===== config.mk =====
export PLATFORM = sky130hd
export DESIGN_NAME = control_trace_encoder
export DESIGN_NICKNAME = d
export VERILOG_FILES = /design/src/rtl/control_trace_encoder.sv
export SDC_FILE = /design/constraint.sdc
export NUM_CORES = 1
export LEC_CHECK = 0
export BUFFER_PORTS_ARGS = -buffer_cell sky130_fd_sc_hd__buf_2
export CORE_MARGIN = 3
export CORE_UTILIZATION = 55
export DETAILED_ROUTE_END_ITERATION = 8
export GPL_TIMING_DRIVEN = 0
export HOLD_SLACK_MARGIN = 0.1
export PLACE_DENSITY_LB_ADDON = 0.08
export SETUP_SLACK_MARGIN = 0.02
export SYNTH_ARGS = -nofsm -noshare
export SYNTH_HDL_FRONTEND = slang
export SYNTH_SLANG_ARGS = --single-unit
export TNS_END_PERCENT = 20

===== constraint.sdc =====
create_clock -name clk -period 5.2 [get_ports clk]
set_clock_uncertainty 0.2 [all_clocks]
set_input_delay 0.52 -clock clk [delete_from_list [all_inputs] [get_ports clk]]
set_output_delay 0.52 -clock clk [all_outputs]
set_load 0.01 [all_outputs]

===== src/rtl/control_trace_encoder.sv =====
// Re-encodes the decode-stage one-hot control vector and flags into an opcode trace record,
// flags consistency errors, and queues records in a FIFO drained over a valid/ready port.
module control_trace_encoder #(
    parameter int PC_W  = 8,
    parameter int DEPTH = 8,
    parameter int CNT_W = 16
) (
    input  logic             clk,
    input  logic             rst_n,
    input  logic             in_valid,
    input  logic [19:0]      in_ctrl,
    input  logic [3:0]       in_flags,
    input  logic [PC_W-1:0]  in_pc,
    output logic             out_valid,
    input  logic             out_ready,
    output logic [PC_W+10:0] out_data,
    output logic [CNT_W-1:0] drop_cnt,
    output logic [CNT_W-1:0] err_cnt,
    output logic             overflow,
    input  logic             cnt_clr
);
    localparam int AW    = $clog2(DEPTH);
    localparam int PTR_W = AW + 1;
    localparam int REC_W = PC_W + 11;

    logic [4:0]       w_op_tbl [20];
    logic [4:0]       w_opcode;
    logic [4:0]       w_ones;
    logic [3:0]       w_exp_flags;
    logic             w_onehot_err;
    logic             w_flag_err;
    logic [REC_W-1:0] w_rec;

    logic [REC_W-1:0] r_mem [DEPTH];
    logic [PTR_W-1:0] r_wr_ptr;
    logic [PTR_W-1:0] r_rd_ptr;
    logic [CNT_W-1:0] r_drop_cnt;
    logic [CNT_W-1:0] r_err_cnt;
    logic             r_overflow;

    logic w_empty;
    logic w_full;
    logic w_pop;
    logic w_push;
    logic w_drop;
    logic w_rec_err;

    // Opcode assigned to each control bit; the upper 16 bits count up from 0 as the bit index falls.
    generate
        for (genvar gi = 0; gi < 20; gi++) begin : g_op_tbl
            if (gi >= 4) begin : g_linear
                assign w_op_tbl[gi] = 5'(19 - gi);
            end else if (gi == 3) begin : g_b3
                assign w_op_tbl[gi] = 5'b10000;
            end else if (gi == 2) begin : g_b2
                assign w_op_tbl[gi] = 5'b11101;
            end else if (gi == 1) begin : g_b1
                assign w_op_tbl[gi] = 5'b11110;
            end else begin : g_b0
                assign w_op_tbl[gi] = 5'b11111;
            end
        end
    endgenerate

    // Ascending scan so the highest set bit wins when several are set.
    always_comb begin
        w_opcode = 5'd0;
        w_ones   = 5'd0;
        for (int k = 0; k < 20; k++) begin
            if (in_ctrl[k]) begin
                w_opcode = w_op_tbl[k];
                w_ones   = w_ones + 5'd1;
            end
        end
    end

    always_comb begin
        if (w_opcode >= 5'd10 && w_opcode <= 5'd14) begin
            w_exp_flags = 4'b1000;
        end else if (w_opcode == 5'd15) begin
            w_exp_flags = 4'b0110;
        end else if (w_opcode == 5'd16) begin
            w_exp_flags = 4'b0101;
        end else begin
            w_exp_flags = 4'b0100;
        end
    end

    // An all-zero vector has no instruction to compare flags against.
    assign w_onehot_err = (w_ones != 5'd1);
    assign w_flag_err   = (in_ctrl != 20'd0) && (in_flags != w_exp_flags);
    assign w_rec        = {in_pc, w_opcode, in_flags, w_onehot_err, w_flag_err};
    assign w_rec_err    = w_onehot_err | w_flag_err;

    assign w_empty = (r_wr_ptr == r_rd_ptr);
    assign w_full  = (r_wr_ptr[AW] != r_rd_ptr[AW]) && (r_wr_ptr[AW-1:0] == r_rd_ptr[AW-1:0]);
    assign w_pop   = !w_empty && out_ready;
    assign w_push  = in_valid && (!w_full || w_pop);
    assign w_drop  = in_valid && !w_push;

    assign out_valid = !w_empty;
    assign out_data  = w_empty ? '0 : r_mem[r_rd_ptr[AW-1:0]];
    assign drop_cnt  = r_drop_cnt;
    assign err_cnt   = r_err_cnt;
    assign overflow  = r_overflow;

    always_ff @(posedge clk) begin
        if (w_push) begin
            r_mem[r_wr_ptr[AW-1:0]] <= w_rec;
        end
    end

    always_ff @(posedge clk or negedge rst_n) begin
        if (!rst_n) begin
            r_wr_ptr   <= '0;
            r_rd_ptr   <= '0;
            r_drop_cnt <= '0;
            r_err_cnt  <= '0;
            r_overflow <= 1'b0;
        end else begin
            if (w_push) begin
                r_wr_ptr <= r_wr_ptr + PTR_W'(1);
            end
            if (w_pop) begin
                r_rd_ptr <= r_rd_ptr + PTR_W'(1);
            end
            if (cnt_clr) begin
                r_drop_cnt <= '0;
                r_err_cnt  <= '0;
                r_overflow <= 1'b0;
            end else begin
                if (w_drop) begin
                    r_overflow <= 1'b1;
                    if (r_drop_cnt != '1) begin
                        r_drop_cnt <= r_drop_cnt + CNT_W'(1);
                    end
                end
                if (w_push && w_rec_err && (r_err_cnt != '1)) begin
                    r_err_cnt <= r_err_cnt + CNT_W'(1);
                end
            end
        end
    end

endmodule


Word level (Yosys, flattened, before mapping):

Memory sizes are Yosys's and may differ from the RTL's.
Cells that the tools add are included.

* bits in registers: 41
* bits in writable memories: 152
* input port bits: 37
* word-level logic and storage cells: 111
* memories: 1

Memory list
* r_mem: depth 8, width 19, read ports 1, clocked after memory_dff 0, wr ports 1, line 34 `logic [REC_W-1:0] r_mem [DEPTH];`

* $add $sub $neg: 23
* order comparisons: 2
* equal/unequal tests: 9
* multiplexer cells: 53
* bitwise logic cells: 1
* reduce and logical (&&, ||, !) cells: 17

Operators with widths (number)
* 5-bit two-way mux: 39
* 5-bit by 1-bit adder with 5-bit output (second input constant): 19
* 16-bit two-way mux: 5
* 16-bit by 1-bit adder with 16-bit output (second input constant): 2
* 16-bit != test (second input constant): 2
* 20-bit nonzero test: 1
* 19-bit two-way mux: 1
* 4-bit by 1-bit adder with 4-bit output (second input constant): 2
* 1-bit logical AND: 8
* 1-bit two-way mux: 6
* 2-bit nonzero test: 3
* 5-bit by 4-bit == test with 1-bit output (second input constant): 1
* 5-bit == test (second input constant): 1
* 5-bit by 4-bit >= comparator with 1-bit output (second input constant): 1
* 5-bit by 4-bit <= comparator with 1-bit output (second input constant): 1
* 5-bit by 1-bit != test with 1-bit output (second input constant): 1
* 4-bit == test: 1
* 4-bit two-way mux: 1
* 4-bit != test: 1
* 3-bit == test: 1
* 1-bit zero test: 3
* 2-bit two-way mux: 1
* 2-bit AND reduction: 1
* 1-bit logical OR: 1
* other kinds (2): 2

Logic depth before layout (Yosys ltp):

* depth in word-level cells: 45
* depth in mapped cells: 66

Least setup slack after synthesis:

Ideal clock, no wire load.

* path type: input to register
* from: input in_ctrl[0]
* to: register r_err_cnt[9] (netlist: err_cnt[9])
* setup time: 127 ps
* arrival time: 11446 ps
* required time: 4873 ps
* slack: -6573 ps
* stages on the path: 64
* cell sequence: inv_1 > ha_1 > xor2_1 > ha_1 > nand2_1 > o31ai_1 > ha_1 > mux2_2 > ha_1 > nand2_1 > o31ai_1 > nand2b_1 > ha_1 > mux2_2 > ha_1 > inv_1 > a21oi_1 > o21ai_0 > [... 28 more ...] > inv_1 > ha_1 > nand2_1 > o21ai_0 > ha_1 > mux2_2 > ha_1 > mux2_2 > ha_1 > a21oi_1 > nor2_1 > mux2i_1 > nor3_1 > mux2i_1 > a21oi_1 > a211oi_2 > and4_1 > mux2_1

* cells in the longest elaborated chain, start to end: 44

RTL lines
* start, declared: line 11 `input logic [19:0] in_ctrl,`
* 1-bit two-way mux: line 70 `if (in_ctrl[k]) begin`
* 5-bit by 1-bit adder with 5-bit output: line 72 `w_ones = w_ones + 5'd1;`
* 5-bit two-way mux: line 70
* 5-bit by 1-bit adder with 5-bit output: line 72
* 5-bit two-way mux: line 70
* 5-bit by 1-bit adder with 5-bit output: line 72
* 5-bit two-way mux: line 70
* 5-bit by 1-bit adder with 5-bit output: line 72
* [... 27 more ...]
* 5-bit by 1-bit adder with 5-bit output: line 72
* 5-bit two-way mux: line 70
* 5-bit by 1-bit adder with 5-bit output: line 72
* 5-bit two-way mux: line 70
* 5-bit by 1-bit != test with 1-bit output: line 90 `assign w_onehot_err = (w_ones != 5'd1);`
* 1-bit OR (*): line 93 `assign w_rec_err = w_onehot_err | w_flag_err;`
* 1-bit logical AND (*) (2 in series): line 138 `if (w_push && w_rec_err && (r_err_cnt != '1)) begin`
* 2-bit nonzero test (no source line) (*)
* end signal, assigned: line 139 `r_err_cnt <= r_err_cnt + CNT_W'(1);`
* end, declared: line 38 `logic [CNT_W-1:0] r_err_cnt;`

Mark *: on every way between the ends. The rest lies on a longest branch, timed or not.
A chain may end at the register's enable or synchronous reset.

Final worst setup path:

* from: input in_ctrl[1]
* to: register r_err_cnt[8] (netlist: err_cnt[8])

* cells in the longest elaborated chain, start to end: 42

RTL lines (line)
* 5-bit two-way mux: 70
* 5-bit by 1-bit adder with 5-bit output: 72
* 5-bit two-way mux: 70
* 5-bit by 1-bit adder with 5-bit output: 72
* 5-bit two-way mux: 70
* 5-bit by 1-bit adder with 5-bit output: 72
* 5-bit two-way mux: 70
* 5-bit by 1-bit adder with 5-bit output: 72
* [... 25 more ...]
* 5-bit by 1-bit adder with 5-bit output: 72
* 5-bit two-way mux: 70
* 5-bit by 1-bit adder with 5-bit output: 72
* 5-bit two-way mux: 70
* 5-bit by 1-bit != test with 1-bit output: 90
* 1-bit OR (*): 93
* 1-bit logical AND (*) (2 in series): 138
* 2-bit nonzero test (no source line) (*)

Marks and branches as above.

==> metrics <==
status finished, violations left; failing checks setup timing; synth top area cells edfxtp_1 45%, dfrtp_1 10%, mux4_2 8.4%; drt wl/cell about 20 um; post-synth top area share 0.446; Synth Flop Type edfxtp_1; layout cells sized above 1 0.304; slowest stage cell, crit path ha_1; final setup margin -5900 ps; Max Slew Vio Count 0; worst-margin pin slew 1210 ps; gr usage total 0.231; grt total ovfl 0; share of the yosys chip area belonging to registers 0.547; first-pass GRT wire length 36600 um; crit-path max FO 7; area leader, netlist edfxtp_1; Syn Area/Cell 12.8 sq um; Post-synth EDFFs 152; Cell Area, Placed about 11000 sq um; HP Start in_pc[4]; Setup Crit Path Kind in2reg; number of DRC markers in iteration 0 about 500; worst-case reg-to-reg path depth 12; Clock transition at path regs roughly 80 ps; H-Tree Depth 4; pin count of the biggest net entering global routing 42; worst hold path class in2reg; vias in the first global route ~7100; Bufs and invs on worst path 8; Worst Path Arrival between 10000 and 15000 ps; RSZ-0062 raised after global routing yes; fill count between 1000 and 1500; hold slack final about 160 ps; setup tns final -135290 ps; CP dominant cell by count ha_4; Startpoint Class primary input; crit end category flop; relative slew slack 0.189; Pwr Total about 7.6 mW; Final Util 0.692; Final GP Congestion 0.893; R2R Path Start r_wr_ptr[0]$_DFFE_PN0P_; Min-Delay Path Depth 1; placed cells approximately 1100; die area 20300 sq um; total CTS buffers 17; maximum VDD drop ~0.56 mV; hold worst-path end r_mem[4][15]$_DFFE_PP_; CTS sink cnt between 150 and 200; top cells by count, synth 152 x edfxtp_1, 78 x nor2_1, 57 x nand2_1, 41 x dfrtp_1, 40 x xnor2_1; slowest stage delay, CP between 300 and 400 ps; root buf cell clkbuf_16; Max Freq ~90 MHz; # DRC 0; Lkg Pwr about 4.8 nW; Area Overhead vs Synth 22.4%; Final setup viols 24; die width between 100 and 150 um; top-count cell post-synth edfxtp_1; DR vias approximately 7000; total power per unit cell area 604 nW/um^2; Fin. Hold Viols 0; Ys Warns 0; R2R setup slack approximately 1600 ps; Synth async-reset ratio 0.212; Non-Filler Instances 1186; r2r endpoint drop_cnt[13]$_DFFE_PN0P_; mapped cell area about 10000 sq um; Maximum Capacitance Violations 0; Clock Tree Buf Depth 2; ant diodes 0; DRT Pass-1 Iters 5; final instance area between 10000 and 15000 sq um; WP data required roughly 5300 ps; core area 18100 sq um; vias per inst 5.91; initial antenna violation count 0; Synth cell types between 60 and 70; synthesis-stage register bit count between 150 and 200; fin crit share 2.13; post-DP HPWL about 16000 um; CTS tree yes; final critical-path required period approximately 11000 ps; Syn Nets ~860; WL final around 23000 um; worst-skew pair later-pin latency about 440 ps; antenna-violating nets left 0; I/O pins 90; die height between 100 and 150 um; Initial Utilization 0.565; I/O Buffers around 80; nets a little over 1000; Site Rows 49; Synth Instances 800; critical path's top delay family adder cells; pre-CTS worst setup slack -7180 ps
[cell families (layout without fill, tap and decap cells)]
logic type / after synthesis / after routing / share of synthesized area
adder cells (fa/ha/maj): 25 / 25 / 0.0306
buffers and inverters: 72 / 229 / 0.0272
XOR/XNOR: 82 / 82 / 0.0856
flip-flops: 193 / 193 / 0.547
multiplexers: 77 / 77 / 0.123
AND/OR/NAND/NOR: 249 / 249 / 0.119
AO/OA/AOI/OAI: 102 / 102 / 0.0681
[cells in the final DEF (no fill, tap or decap), types with 15 or more instances in the layout]
master and count:
nor2_1 74, a21oi_1 17, buf_2 82, mux4_2 38, clkbuf_16 17, nand3_1 25
buf_6 15, xnor2_1 40, nand2_1 49, mux2i_1 28, dfrtp_1 41, xor2_1 29
buf_4 29, inv_1 27, edfxtp_1 152, clkbuf_1 30
[what timing repair did]
| action | 4_1_cts | 5_1_grt |
|---|---|---|
| pin swaps | 15 | 24 |
| gates resized for setup | 23 | 32 |
| hold endpoints to repair | 41 | 0 |
| buffers inserted | 12 | 12 |
| endpoints found under the setup margin | 24 | 24 |
| hold buffers | 1 | 0 |
[flip-flops by register name, summed over array words and instances (netlist names)]
signal	flops
r_wr_ptr	4
r_rd_ptr	4
drop_cnt	16
overflow	1
r_mem	152
err_cnt	16
[worst max path at each step]
stage / to / depth (start not counted) / slack, ps / start
4_1_cts: err_cnt[9]$_DFFE_PN0P_ / 65 / -5950 / in_ctrl[0]
3_5_place_dp: err_cnt[9]$_DFFE_PN0P_ / 65 / -7180 / in_ctrl[1]
2_1_floorplan: err_cnt[9]$_DFFE_PN0P_ / 63 / -5960 / in_ctrl[1]
6_report: err_cnt[8]$_DFFE_PN0P_ / 66 / -5900 / in_ctrl[1]
5_1_grt: err_cnt[8]$_DFFE_PN0P_ / 66 / -6350 / in_ctrl[1]
3_3_place_gp: err_cnt[9]$_DFFE_PN0P_ / 65 / -6830 / in_ctrl[1]
[worst register-to-register path: stages (launching register included)]
cell and delay (ps):
dfrtp_1 360, clkbuf_1 400, xnor2_1 180, nand3_1 130, or3_1 410, inv_1 70
nand2_1 110, a41oi_1 610, o21bai_1 250, nor2_1 350, nand4_1 190, xor2_1 170
nor2_1 60
[layout make-up]
class	instances	area, sq um	share of cell area
sequential	193	5590	0.447
tap	229	287	0.0229
buffer	40	178	0.0142
inverter	32	140	0.0112
timing repair buffer	125	822	0.0657
clock buffer	17	425	0.0340
multi-input combinational	535	4860	0.388
clock inverter	15	214	0.0171
[layer usage]
metal / share of wire / wire, um / global-route usage
met2: 0.53 / 12200 / 0.405
met5: 0 / 0 / 0
met1: 0.42 / 9800 / 0.306
met4: 0.0097 / 225 / 0.0565
met3: 0.040 / 924 / 0.0353
[power by group]
part	switching, mW	internal [mW]	leakage [nW]
Clock	0.625	0.744	0.311
Combinational	2.29	1.90	2.52
Sequential	0.0605	1.93	1.92
Note: power is estimated with default switching activity, not from simulation.
